===== src/rtl/xor_cipher_pkg.sv =====
`default_nettype none
// ============================================================================
//  Module      : xor_cipher_pkg
//  Description : Shared constants and types for the XOR stream cipher pair.
//                LFSR width, default key fields, default sync word and the
//                receive FSM state encoding.
//  Revision    : 1.0 - initial release
// ============================================================================
package xor_cipher_pkg;

    localparam int          c_lfsr_w       = 32;
    localparam logic [31:0] c_taps_default = 32'h0000_0060;
    localparam logic [31:0] c_seed_default = 32'h0000_0055;
    localparam logic [15:0] c_sync_word    = 16'hA5C3;

    typedef enum logic [0:0] {
        HUNT = 1'b0,
        DATA = 1'b1
    } state_t;

endpackage
`default_nettype wire


===== src/rtl/keystream_lfsr.sv =====
`default_nettype none
// ============================================================================
//  Module      : keystream_lfsr
//  Description : 32-bit Galois LFSR keystream generator.
//                clk, rst   : clock, asynchronous active-high reset
//                load       : reload state from seed (wins over step)
//                step       : advance one keystream bit
//                taps, seed : feedback polynomial and reload value
//                k          : current keystream bit (state LSB)
//  Revision    : 1.0 - initial release
// ============================================================================
module keystream_lfsr
    import xor_cipher_pkg::*;
(
    input  logic                clk,
    input  logic                rst,
    input  logic                load,
    input  logic                step,
    input  logic [c_lfsr_w-1:0] taps,
    input  logic [c_lfsr_w-1:0] seed,
    output logic                k
);

    logic [c_lfsr_w-1:0] r_s;

    always_ff @(posedge clk or posedge rst) begin
        if (rst) begin
            r_s <= '0;
        end else if (load) begin
            r_s <= seed;
        end else if (step) begin
            // Galois form: the bit leaving the LSB folds the taps back in.
            r_s <= (r_s >> 1) ^ (r_s[0] ? taps : '0);
        end
    end

    assign k = r_s[0];

endmodule
`default_nettype wire


===== src/rtl/xor_decipher_rx.sv =====
`default_nettype none
// ============================================================================
//  Module      : xor_decipher_rx
//  Description : Serial XOR stream decipher. Hunts for a plaintext sync word,
//                then decrypts FRAME_BYTES bytes with a Galois LFSR keystream
//                reloaded from the configured seed at every lock.
//                clk, rst    : clock, asynchronous active-high reset
//                e, e_valid  : serial ciphertext/preamble bit and qualifier
//                cfg_en      : shift the 64-bit {taps, seed} chain (aborts rx)
//                cfg_i/cfg_o : configuration chain serial in / out
//                byte_o      : last decrypted byte
//                byte_valid  : one-cycle strobe for byte_o
//                frame_done  : one-cycle strobe with the last byte of a frame
//                sync_lock   : high while decrypting a frame
//  Revision    : 1.0 - initial release
// ============================================================================
module xor_decipher_rx
    import xor_cipher_pkg::*;
#(
    parameter logic [15:0] SYNC_WORD    = c_sync_word,
    parameter int          FRAME_BYTES  = 16,
    parameter logic [31:0] TAPS_DEFAULT = c_taps_default,
    parameter logic [31:0] SEED_DEFAULT = c_seed_default
)(
    input  logic       clk,
    input  logic       rst,
    input  logic       e,
    input  logic       e_valid,
    input  logic       cfg_en,
    input  logic       cfg_i,
    output logic       cfg_o,
    output logic [7:0] byte_o,
    output logic       byte_valid,
    output logic       frame_done,
    output logic       sync_lock
);

    localparam int                  c_bcnt_w = $clog2(FRAME_BYTES + 1);
    localparam logic [c_bcnt_w-1:0] c_last   = c_bcnt_w'(FRAME_BYTES);

    // Registered state
    logic [63:0]         r_cfg;
    state_t              r_state;
    logic [15:0]         r_shreg;
    logic [2:0]          r_bit_cnt;
    logic [c_bcnt_w-1:0] r_byte_cnt;
    logic [6:0]          r_byte_sr;     // the 8th bit goes straight to byte_o

    // Combinational next-state / control
    state_t              w_state_nxt;
    logic [15:0]         w_shreg_nxt;
    logic [2:0]          w_bit_cnt_nxt;
    logic [c_bcnt_w-1:0] w_byte_cnt_nxt;
    logic [6:0]          w_byte_sr_nxt;
    logic                w_load;
    logic                w_step;
    logic                w_emit;
    logic                w_last;
    logic                w_k;
    logic [15:0]         w_shreg_shift;
    logic [7:0]          w_byte_full;
    logic [c_bcnt_w-1:0] w_byte_cnt_inc;

    assign w_shreg_shift  = {r_shreg[14:0], e};
    assign w_byte_full    = {r_byte_sr, e ^ w_k};
    assign w_byte_cnt_inc = r_byte_cnt + c_bcnt_w'(1);

    keystream_lfsr u_lfsr (
        .clk  (clk),
        .rst  (rst),
        .load (w_load),
        .step (w_step),
        .taps (r_cfg[63:32]),
        .seed (r_cfg[31:0]),
        .k    (w_k)
    );

    always_comb begin
        w_state_nxt    = r_state;
        w_shreg_nxt    = r_shreg;
        w_bit_cnt_nxt  = r_bit_cnt;
        w_byte_cnt_nxt = r_byte_cnt;
        w_byte_sr_nxt  = r_byte_sr;
        w_load         = 1'b0;
        w_step         = 1'b0;
        w_emit         = 1'b0;
        w_last         = 1'b0;

        if (cfg_en) begin
            // Reconfiguration aborts any frame; the current bit is ignored.
            w_state_nxt    = HUNT;
            w_shreg_nxt    = '0;
            w_bit_cnt_nxt  = '0;
            w_byte_cnt_nxt = '0;
        end else if (e_valid) begin
            case (r_state)
                HUNT: begin
                    w_shreg_nxt = w_shreg_shift;
                    if (w_shreg_shift == SYNC_WORD) begin
                        w_state_nxt    = DATA;
                        w_load         = 1'b1;
                        w_bit_cnt_nxt  = '0;
                        w_byte_cnt_nxt = '0;
                    end
                end
                DATA: begin
                    w_step        = 1'b1;
                    w_byte_sr_nxt = w_byte_full[6:0];
                    w_bit_cnt_nxt = r_bit_cnt + 3'd1;
                    if (r_bit_cnt == 3'd7) begin
                        w_emit         = 1'b1;
                        w_byte_cnt_nxt = w_byte_cnt_inc;
                        if (w_byte_cnt_inc == c_last) begin
                            w_last      = 1'b1;
                            w_state_nxt = HUNT;
                            w_shreg_nxt = '0;
                        end
                    end
                end
                default: w_state_nxt = HUNT;
            endcase
        end
    end

    always_ff @(posedge clk or posedge rst) begin
        if (rst) begin
            r_cfg      <= {TAPS_DEFAULT, SEED_DEFAULT};
            r_state    <= HUNT;
            r_shreg    <= '0;
            r_bit_cnt  <= '0;
            r_byte_cnt <= '0;
            r_byte_sr  <= '0;
            byte_o     <= '0;
            byte_valid <= 1'b0;
            frame_done <= 1'b0;
        end else begin
            if (cfg_en) begin
                r_cfg <= {cfg_i, r_cfg[63:1]};
            end
            r_state    <= w_state_nxt;
            r_shreg    <= w_shreg_nxt;
            r_bit_cnt  <= w_bit_cnt_nxt;
            r_byte_cnt <= w_byte_cnt_nxt;
            r_byte_sr  <= w_byte_sr_nxt;
            byte_valid <= w_emit;
            frame_done <= w_last;
            if (w_emit) begin
                byte_o <= w_byte_full;
            end
        end
    end

    assign cfg_o     = r_cfg[0];
    assign sync_lock = (r_state == DATA);

endmodule
`default_nettype wire

===== config.mk =====
export PLATFORM = sky130hd
export DESIGN_NAME = xor_decipher_rx
export DESIGN_NICKNAME = d
export VERILOG_FILES = /design/src/rtl/xor_cipher_pkg.sv /design/src/rtl/keystream_lfsr.sv /design/src/rtl/xor_decipher_rx.sv
export SDC_FILE = /design/constraint.sdc
export NUM_CORES = 1
export LEC_CHECK = 0
export ABC_AREA = 1
export CORE_UTILIZATION = 56
export DETAILED_ROUTE_END_ITERATION = 6
export DONT_BUFFER_PORTS = 1
export GPL_TIMING_DRIVEN = 0
export PLACE_DENSITY = 0.75
export SLEW_MARGIN = 20
export SYNTH_ARGS = -nofsm -noshare
export SYNTH_HDL_FRONTEND = slang
export SYNTH_SLANG_ARGS = --single-unit

===== constraint.sdc =====
create_clock -name clk -period 3.9 [get_ports clk]
set_clock_uncertainty 0.1 [all_clocks]
set_input_delay 0.39 -clock clk [delete_from_list [all_inputs] [get_ports clk]]
set_output_delay 0.39 -clock clk [all_outputs]
set_load 0.01 [all_outputs]

# --- Word-level counts from Yosys, hierarchy flattened ---
# Cells that the tools add are included.
totals:
  reg_bits: 137
classes:
  add_sub_neg: 2
  eq_ne: 6
  muxes: 38
  bitwise_logic: 4
  n_reduce_logical: 6
ops:
  columns: ["cell", "n"]
  rows:
  - ["$mux W32", 3]
  - ["$mux W15", 4]
  - ["$xor A31 B32 Y32", 1]
  - ["$pmux W15 S2", 1]
  - ["$mux W1", 20]
  - ["$mux W5", 4]
  - ["$eq A16 B16 Y1 const B", 1]
  - ["$pmux W5 S2", 1]
  - ["$mux W3", 3]
  - ["$reduce_and A3 Y1", 3]
  - ["$ne A3 B2 Y1 const B", 2]
  - ["$pmux W3 S2", 1]
  - ["$add A5 B1 Y5 const B", 1]
  - ["$eq A5 B5 Y1 const B", 1]
  - ["$reduce_bool A2 Y1", 2]
  - ["$add A3 B1 Y3 const B", 1]
  - ["$eq A3 B3 Y1 const B", 1]
  - ["$ne A3 B3 Y1 const B", 1]
  - ["$not A1 Y1", 2]
  - ["$pmux W1 S2", 1]
  - ["$reduce_and A2 Y1", 1]
  - ["$xor A1 B1 Y1", 1]

# --- Logic depth before layout (Yosys ltp) ---
depth:
  ltp_word: 7
  ltp_mapped: 12
  ltp_nobuf: 11

# --- Cells and area by module ---
# Synthesis repeated with hierarchy kept, for this count alone.
hier_totals:
  cells_unflattened: 800
  area_unflattened_um2: 6369.9
by_module_without_submodules:
  columns: ["mod", "n_inst", "cells_per_inst", "area_each_um2", "seq_area_each_um2"]
  rows:
  - ["xor_decipher_rx", 1, 459, 4257.8, 2635.0]
  - ["keystream_lfsr", 1, 341, 2112.0, 800.8]

# --- Worst setup path before layout ---
# No wires, ideal clock.
synth_path:
  path_kind: "flip-flop to flip-flop"
  startpoint: "register r_byte_cnt[0]"
  endpoint: "register r_shreg[2]"
  t_arrival_ps: 1335
  setup_slack_ps: 2344
  path_stages_with_launch: 13
  n_path_buf: 1
  period_less_slack_ps: 1556
  cell_sequence: "dfrtp_1 ha_1 nand2_1 inv_2 nand2_1 nand2_1 nand2_1 nand3_1 nand2_1 nand2_1 buf_2 nand2_1 o21ai_1"
synth_via:
  elab_chain_cells: 4
synth_rtl:
  columns: ["item", "line_no", "source"]
  rows:
  - ["start, declared", "xor_decipher_rx.sv:46", "logic [c_bcnt_w-1:0] r_byte_cnt;"]
  - ["start signal, assigned", "xor_decipher_rx.sv:143", "r_byte_cnt <= w_byte_cnt_nxt;"]
  - ["$add A5 B1 Y5", "xor_decipher_rx.sv:66", "assign w_byte_cnt_inc = r_byte_cnt + c_bcnt_w'(1);"]
  - ["$eq A5 B5 Y1", "xor_decipher_rx.sv:113", "if (w_byte_cnt_inc == c_last) begin"]
  - ["$ne A3 B2 Y1 (no line)", null, null]
  - ["$reduce_and A3 Y1 (no line)", null, null]
  - ["end signal, assigned", "xor_decipher_rx.sv:141", "r_shreg <= w_shreg_nxt;"]
  - ["end, declared", "xor_decipher_rx.sv:44", "logic [15:0] r_shreg;"]
# No other way between the ends.
# A chain may end at the register's enable or synchronous reset.

# --- Final worst setup path ---
layout_path:
  startpoint: "register r_shreg[8]"
  endpoint: "register u_lfsr.r_s[8]"
layout_via:
  elab_chain_cells: 6
  word_cells_on_any_way: 7
  classes_between: "eq/ne: 1; mux: 5; reduce/logical: 1"
layout_rtl:
  columns: ["item", "line_no", "source"]
  rows:
  - ["$eq A16 B16 Y1 *", "xor_decipher_rx.sv:99", "if (w_shreg_shift == SYNC_WORD) begin"]
  - ["$mux W1 *", "xor_decipher_rx.sv:99", null]
  - ["$mux W1 *", "xor_decipher_rx.sv:96", "case (r_state)"]
  - ["$mux W1 *", "xor_decipher_rx.sv:95", "end else if (e_valid) begin"]
  - ["$mux W1 *", "xor_decipher_rx.sv:89", "if (cfg_en) begin"]
  - ["$mux W32 or $reduce_bool A2 Y1 (tied branches)", null, null]
  - ["end signal, assigned", "keystream_lfsr.sv:33", "r_s <= (r_s >> 1) ^ (r_s[0] ? taps : '0);"]
  - ["end, declared", "keystream_lfsr.sv:24", "logic [c_lfsr_w-1:0] r_s;"]
# Every way passes the cells marked *; elsewhere a longest branch is shown, timed or not.

==> metrics.yaml <==
drt_pass1_iterations: 5
fin_util_pct: 66.2
numPortBuffers: 0
report.power.total_mw: 3.50
area_growth_pct: 13.7
drt_iter0_drc: 555
cts_max_level: 4
rsz0062_at_grt: "no"
dieWidth_um: 109
fin_crit_sh_pct: 48.0
fin_nets: 816
cp.arrival_ps: 2090
via_per_inst: 5.45
cts_root_buf: "clkbuf_16"
postLayoutCellArea_mm2: 0.00724
max_stage_delay_ps: 400
synth_area_mm2: 0.00636
cts_tree: "done"
cts.sinks: 137
max-cap-violations: 0
finalSetupViolCount: 0
worst-path-buf-inv: 1
required_ps: 4110
drv_slew: 0
insertion_delay_ps: 430
first_global_vias: 5088
rows: 38
startpoint_type: "flop"
drt-total-wl_um: 14500
die_y_um: 109
mappedNetlistNets: 792
timing.max_slew.rel_slack_pct: 58.3
fp.coreArea_mm2: 0.0109
cp_top_family: "simple AND/OR/NAND/NOR gates"
dieArea_mm2: 0.0118
ir_drop_mv: 0.464
timing.hold.ws_ps: 10.9
ctsResizeCount: 0
fin_crit_ps: 1870
clk_pin_slew_ps: 60
hold_violations: 0
fill_cells: 876
place.gp.congestion: 0.805
layout_commonest_cell: "nand2_1"
slowest_stage: "dfrtp_1"
drive_gt1_share_pct: 10.0
pin_count: 18
drc: 0
post_synth_inst_count: 783
vias: 5234
grt_max_degree: 37
wire_per_inst_um: 15.1
holdCritPathClass: "in -> reg"
synthDistinctLibCells: 22
ys_warn_count: 0
grt_usage_pct: 27.6
worstMarginPinSlew_ps: 625
crit_path_cell_trace: "nor2_1 > nand2_1 > nor2_1 > nand2_1 > nand2_1 > nand3_1 > clkbuf_1 > nand2_1 > nand2_1"
dpl_cell_area_mm2: 0.00662
dpl.hpwl_um: 9790
ys_ff_latch: 137
tns_ps: 0
p_leak_nw: 3.49
fmax_ghz: 0.534
outcome: "finished, final reports clean"
critPathMaxFanout: 10
ant_nets: 0
timing_worst_setup_path_type: "reg -> reg"
p_per_area_mw_per_mm2: 483
final_cell_mix: "nand2_1 (342), dfrtp_1 (131), o21ai_0 (79)"
ctsLongestPathBuffers: 2
cts_buffers: 17
syn_avg_cell_area_um2: 8.12
grt_pass1_wl_um: 24500
seq_area_frac_synth_pct: 54.0
cp_common_cell: "nand2_1"
endpoint_kind: "flop"
diodes: 0
grt_overflow: 0
antenna_found_initial: 0
start_util_pct: 58.2
==> state kept, by name, indices dropped and copies added, names as in the netlist, 3 cells and up <==
name        cells
r_shreg        15
r_bit_cnt       3
r_byte_sr       7
byte_o          8
r_cfg          64
r_byte_cnt      5
u_lfsr.r_s     32
==> through the flow <==
step	setup slack, ps	std cells
2_1_floorplan	1710	783
3_3_place_gp	1060	923
3_5_place_dp	2060	927
4_1_cts	2030	960
5_1_grt	1800	960
6_report	2030	960
==> final timing paths <==
kind,start,end,slack [ps],depth (start not counted)
min in group asynchronous,rst,u_lfsr.r_s[6],370,2
max in group asynchronous,rst,r_byte_sr[4],2390,5
worst min register to register,r_byte_sr[6],byte_o[7],380,2
worst min-delay path,e,r_shreg[0],10,2
worst max-delay path,r_shreg[8],u_lfsr.r_s[8],2030,9
worst max register to register,r_shreg[8],u_lfsr.r_s[8],2030,9
==> worst register-to-register path, delay by kind of cell (launching register included) <==
family                 cells  cell delay (ps)
and+or+nand+nor            8              920
buffers and inverters      1              330
DFF                        1              400
==> timing repair <==
action,4_1_cts,5_1_grt
endpoints found under the hold margin,18,0
hold buffers,1,0
setup buffers,0,0
==> power breakdown <==
| group | internal, mW | switching, mW |
|---|---|---|
| clock network | 1.03 | 0.605 |
| logic | 0.0680 | 0.154 |
| registers | 1.55 | 0.0862 |
| total | 2.65 | 0.845 |
==> synthesized netlist by cell type <==
cell      instances  share of area [%]
buf_4             3               0.35
o21ai_0          79                6.2
nand4_1          32                3.1
nand3_2           1               0.16
nor2_1           12               0.71
nand3_1          10               0.79
dfrtp_1         131                 52
nand3b_1          2               0.24
inv_2             4               0.24
nand2_1         342                 20
xnor2_1          31                4.3
inv_1            54                3.2
o21ai_1          21                1.7
nor2_2            3               0.30
clkbuf_1         17                1.0
nor2_4            3               0.53
dfstp_2           6                2.5
xor2_1            2               0.28
ha_1              3               0.59
nor3_1            1              0.079
buf_2            24                1.9
nand2_2           2               0.20
==> logic make-up (layout without fill, tap and decap cells) <==
group	count (synthesis)	in the layout	synth area share (%)
DFF	137	137	54.0
xor gates and xnor gates	33	33	4.54
and+or+nand+nor	408	408	26.3
adders and majority gates	3	3	0.590
AOI/OAI and AO/OA	100	100	7.87
buffers and inverters	102	139	6.67
==> area by class of cell <==
| type | instances | area [um2] | share of cell area, % |
|---|---|---|---|
| clock buffer | 20 | 457 | 6.31 |
| inverter | 58 | 221 | 3.06 |
| tap | 140 | 175 | 2.42 |
| clock inverter | 12 | 149 | 2.06 |
| buffer | 44 | 206 | 2.85 |
| multi-input combinational | 544 | 2500 | 34.6 |
| timing repair buffer | 5 | 90.1 | 1.25 |
| sequential | 137 | 3440 | 47.5 |
==> routing by layer <==
metal  share of wire [%]  wire length [um]  up-vias  GRT usage, %
met2                  49              7150      154          45.2
met5                   0                 0        -             0
met4                 2.5               366        0          11.6
li1                    -                 -     2509             -
met3                 4.9               717       32          5.97
met1                  43              6290     2539          35.6
Note: power is estimated with default switching activity, not from simulation.
==> patch 1 (same flow settings) <==
Put a register stage on the outputs `cfg_o` and `sync_lock`, with the module's reset. The values now appear one clock later. The other outputs are not delayed to match.
--- a/src/rtl/xor_decipher_rx.sv
+++ b/src/rtl/xor_decipher_rx.sv
@@ -150,8 +150,15 @@
         end
     end
 
-    assign cfg_o     = r_cfg[0];
-    assign sync_lock = (r_state == DATA);
+    always_ff @(posedge clk or posedge rst) begin
+        if (rst) begin
+            cfg_o     <= '0;
+            sync_lock <= '0;
+        end else begin
+            cfg_o     <= r_cfg[0];
+            sync_lock <= (r_state == DATA);
+        end
+    end
 
 endmodule
 `default_nettype wire
Formal check against the unedited RTL: not equivalent (Yosys sat finds a counterexample within 4 cycles, from zero or initial values and one cycle with rst high).
==> patch 1 against the original RTL <==
Clock power grew 9%. Worst setup slack gained 0.0089 ns. Die area up 0.69%. Sequential share of layout area barely moved. Cell area rose by 1.5%. Highest routed layer unchanged. Critical path type unchanged. Wire length down 1.4%. Sequential cell count up 2. Synthesized area grew 0.71%. Total power grew 4.8%.
==> patch 1: results (changes against the original RTL) <==
* Routed wl met2 at 6924 µm (-3.2%)
* M1 WL at 6472 µm (+2.9%)
* Relative slew slack at 52.71% (-5.6 points)
* R2R Path Start: r_shreg[4]$_DFFE_PP0P_
* Synth Area in XOR/XNOR at 4.512% (-0.032 points)
* FF-to-FF End: u_lfsr.r_s[13]$_DFFE_PP0P_
* Clk power at 1790 µW (+9%)
* Per-cell routed wire length at 14.90 µm (-1.6%)
* Reg2reg setup slack at ~2.0 ns
* Top cells by area, synth: dfrtp_1, nand2_1, o21ai_0, xnor2_1, inv_1
* Psw at 822.1 µW (-2.7%)
* GR Util met1 at 34.88% (-0.68 points)
* Filler Cell Count at 857 (-2.2%)
* Share of cells above drive strength 1 at 9.367% (-0.63 points)
* Met3 wire len at 683 µm (-4.7%)
* Total number of vias at 5149 (-1.6%)
* # diodes at 0 (unchanged)
* CP arrival at 2.07 ns (-0.02 ns)
* Clock latency on the worst-skew pair at 0.42 ns
* Peak supply drop at 449.2 µV (-3.2%)
* Kind of cell adding the most delay to the critical path: simple AND/OR/NAND/NOR gates
* CTS Root Cell: clkbuf_16
* Non-clk buf share at 4.125% (+0.027 points)
* R2R depth at 11 (+2)
* GPL Wtd Cong at 0.8059 (+0.16%)
* Met2 Resource Use GR at 43.85% (-1.3 points)
* Post-Syn Nets at 793 (+0.13%)
* Nets at 818 (+0.25%)
* GRT Total Usage at 26.94% (-0.67 points)
* Hold path cells at 2 (unchanged)
* # clk buffers at 25 (+25%)
* Hold_ws at 0.01605 ns (+0.005162 ns)
* Hold_sp: e
* Seq/Total Area, Yosys at 54.41% (+0.40 points)
* Outcome: finished clean
* Flops & latches, synth at 139 (+1.5%)
* Vias in the first global route at 5122 (+0.67%)
* Adder-Cell Fraction of Synth Area at 0.5859% (-0.0041 points)
* DRT iter0 DRCs at 499 (-10%)
* Post-synthesis compound-gate area fraction at 7.813% (-0.055 points)
* Startpoint types: register
* First-pass GRT wire length at 24210 µm (-1.4%)
* Max Root-Sink Buffers at 2 (unchanged)
* HPWL Detailed at 9484 µm (-3.1%)
* Clock-cell share at 8.931% (+0.56 points)
* Reg area at 3486 µm² (+1.5%)
* DRC at 0 (unchanged)
* Synth top cells by count: nand2_1, dfrtp_1, o21ai_0
* Static Leak at 0.003555 µW (+2.0%)
* HP Class: in -> reg
* Area of the multi-input gates at 2500 µm² (about the same)
* Distinct cells, synth at 23 (+4.5%)
* Met3 Use GR at 5.858% (-0.11 points)
* Setup repair bufs after CTS at 0 (unchanged)
* Pre-antenna DRT Iters at 6 (+1)
* Hold Path Sink: r_shreg[0]$_DFFE_PP0P_
## patch 1: per-stage QoR
stage	area, µm²	instances	power, µW	setup WS [ns]	utilization, %
after floorplan	6410	784	1810	1.680	-
after global placement	6585	924	1870	1.038	59.96
after detailed placement	6665	928	1895	2.071	60.69
after CTS	7341	962	3682	2.033	66.84
after global routing	7341	962	3782	1.859	66.84
final	7341	962	3663	2.036	66.84
## patch 1: cells by family (layout without fill, tap and decap cells)
| kind of cell | count (synthesis) | count (layout) |
|---|---|---|
| adders and majority gates | 3 | 3 |
| AOI/OAI and AO/OA | 100 | 100 |
| and+or+nand+nor | 408 | 408 |
| xor gates and xnor gates | 33 | 33 |
| buffers and inverters | 101 | 139 |
| DFF | 139 | 139 |
## patch 1: repair_timing
action,4_1_cts,5_1_grt
hold endpoints to repair,67,0
hold buffers,2,0
gates resized for setup,0,0
==> patch 2 (config.mk and constraints unchanged) <==
Without the edit above. Change the parameter `FRAME_BYTES` from 16 to 32.
--- a/src/rtl/xor_decipher_rx.sv
+++ b/src/rtl/xor_decipher_rx.sv
@@ -18,7 +18,7 @@
     import xor_cipher_pkg::*;
 #(
     parameter logic [15:0] SYNC_WORD    = c_sync_word,
-    parameter int          FRAME_BYTES  = 16,
+    parameter int          FRAME_BYTES  = 32,
     parameter logic [31:0] TAPS_DEFAULT = c_taps_default,
     parameter logic [31:0] SEED_DEFAULT = c_seed_default
 )(
Function: same outputs for any inputs over 10 cycles, from zero or initial values and one cycle with rst high; that may be too few to reach the edited logic, so the function may still have changed.
==> patch 2 against the original RTL <==
Worst setup slack got worse by 0.19 ns. Critical path depth unchanged. Synthesized area increased by 3.0%. Sequential cell count increased by 1. Total power increased by 6.0%. Hold slack improved by 0.0070 ns. Sequential share of layout area decreased by 1.4 points. Non-clock buffer count decreased by 1. Global-route usage increased by 0.77 points. Wire length increased by 4.2%. Cell area increased by 3.7%. Critical path type unchanged. Largest cell class unchanged. Highest routed layer unchanged.
==> patch 2: results (changes against the original RTL) <==
* Outcome: finished clean
* Static Leak at 0.003709 µW (+6.4%)
* Met2 Resource Use GR at 45.58% (+0.42 points)
* Routed wl met2 at 7238 µm (+1.2%)
* Slew at the pin closest to its max-slew limit at 0.6439 ns (+0.01868 ns)
* Distinct cells, synth at 24 (+9.1%)
* M1 WL at 6671 µm (+6.0%)
* Peak supply drop at 383.8 µV (-17%)
* Share of cells above drive strength 1 at 9.496% (-0.50 points)
* Met3 Use GR at 7.231% (+1.3 points)
* FF-to-FF End: u_lfsr.r_s[10]$_DFFE_PP0P_
* Filler Cell Count at 903 (+3.1%)
* Hold_sp: cfg_i
* HPWL Detailed at 10120 µm (+3.4%)
* Per-cell routed wire length at 15.20 µm (+0.42%)
* GPL Wtd Cong at 0.8178 (+1.6%)
* Reg2reg setup slack at 1.84 ns (-0.19 ns)
* Pin count of the biggest net entering global routing at 36 (-2.7%)
* GRT Total Usage at 28.38% (+0.77 points)
* Reg area at 3461 µm² (+0.73%)
* CP arrival at 2.28 ns (+0.19 ns)
* Nets at 850 (+4.2%)
* Num sequential at 138 (+0.73%)
* Multi-input combinational area share at 34.80% (+0.23 points)
* Hold Path Sink: r_cfg[63]$_DFFE_PP0P_
* Total number of vias at 5392 (+3.0%)
* Synth top cells by count: nand2_1, dfrtp_1, o21ai_0
* Clock-cell share at 8.988% (+0.62 points)
* Post-Syn Nets at 826 (+4.3%)
* GR Util met1 at 36.63% (+1.1 points)
* Seq/Total Area, Yosys at 52.85% (-1.2 points)
-- patch 2: cell count changes after synthesis, moves of 4 or more --
cell	change
nor2_1	+12
nand2_1	+15
buf_2	-9
inv_1	+7
buf_4	+4
nand3_1	+13
o21ai_0	-5
o21ai_1	-14
-- patch 2: cells by family after synthesis --
kind of cell	Yosys count	synth area share [%]
XOR/XNOR	32	4.280
buffers and inverters	109	7.279
flip-flops	138	52.85
AO/OA/AOI/OAI	81	6.190
AND/OR/NAND/NOR	454	28.83
adder cells (fa/ha/maj)	3	0.5732
-- patch 2: stage by stage --
step | cell area [µm²] | setup WS (ns) | util, % | instances | hold slack [ns]
after floorplan | 6553 | 1.694 | - | 817 | 0.3493
after global placement | 6731 | 1.028 | 58.95 | 960 | 0.3636
after detailed placement | 6819 | 1.858 | 59.72 | 964 | 0.2412
after CTS | 7503 | 1.790 | 65.71 | 996 | 0.006692
after global routing | 7503 | 1.708 | 65.71 | 996 | 0.02300
final | 7503 | 1.838 | 65.71 | 996 | 0.01791
-- patch 2: worst max path at each step --
stage / start / endpoint / slack, ns / cells past startpoint
after global routing: r_shreg[3]$_DFFE_PP0P_ / u_lfsr.r_s[0]$_DFFE_PP0P_ / 1.71 / 9
after detailed placement: r_shreg[2]$_DFFE_PP0P_ / u_lfsr.r_s[10]$_DFFE_PP0P_ / 1.86 / 9
final: r_shreg[3]$_DFFE_PP0P_ / u_lfsr.r_s[10]$_DFFE_PP0P_ / 1.84 / 9
after global placement: rst / u_lfsr.r_s[5]$_DFFE_PP0P_ / 1.03 / 1
after CTS: r_shreg[3]$_DFFE_PP0P_ / u_lfsr.r_s[10]$_DFFE_PP0P_ / 1.79 / 9
after floorplan: rst / byte_o[0]$_DFFE_PP0P_ / 1.69 / 1
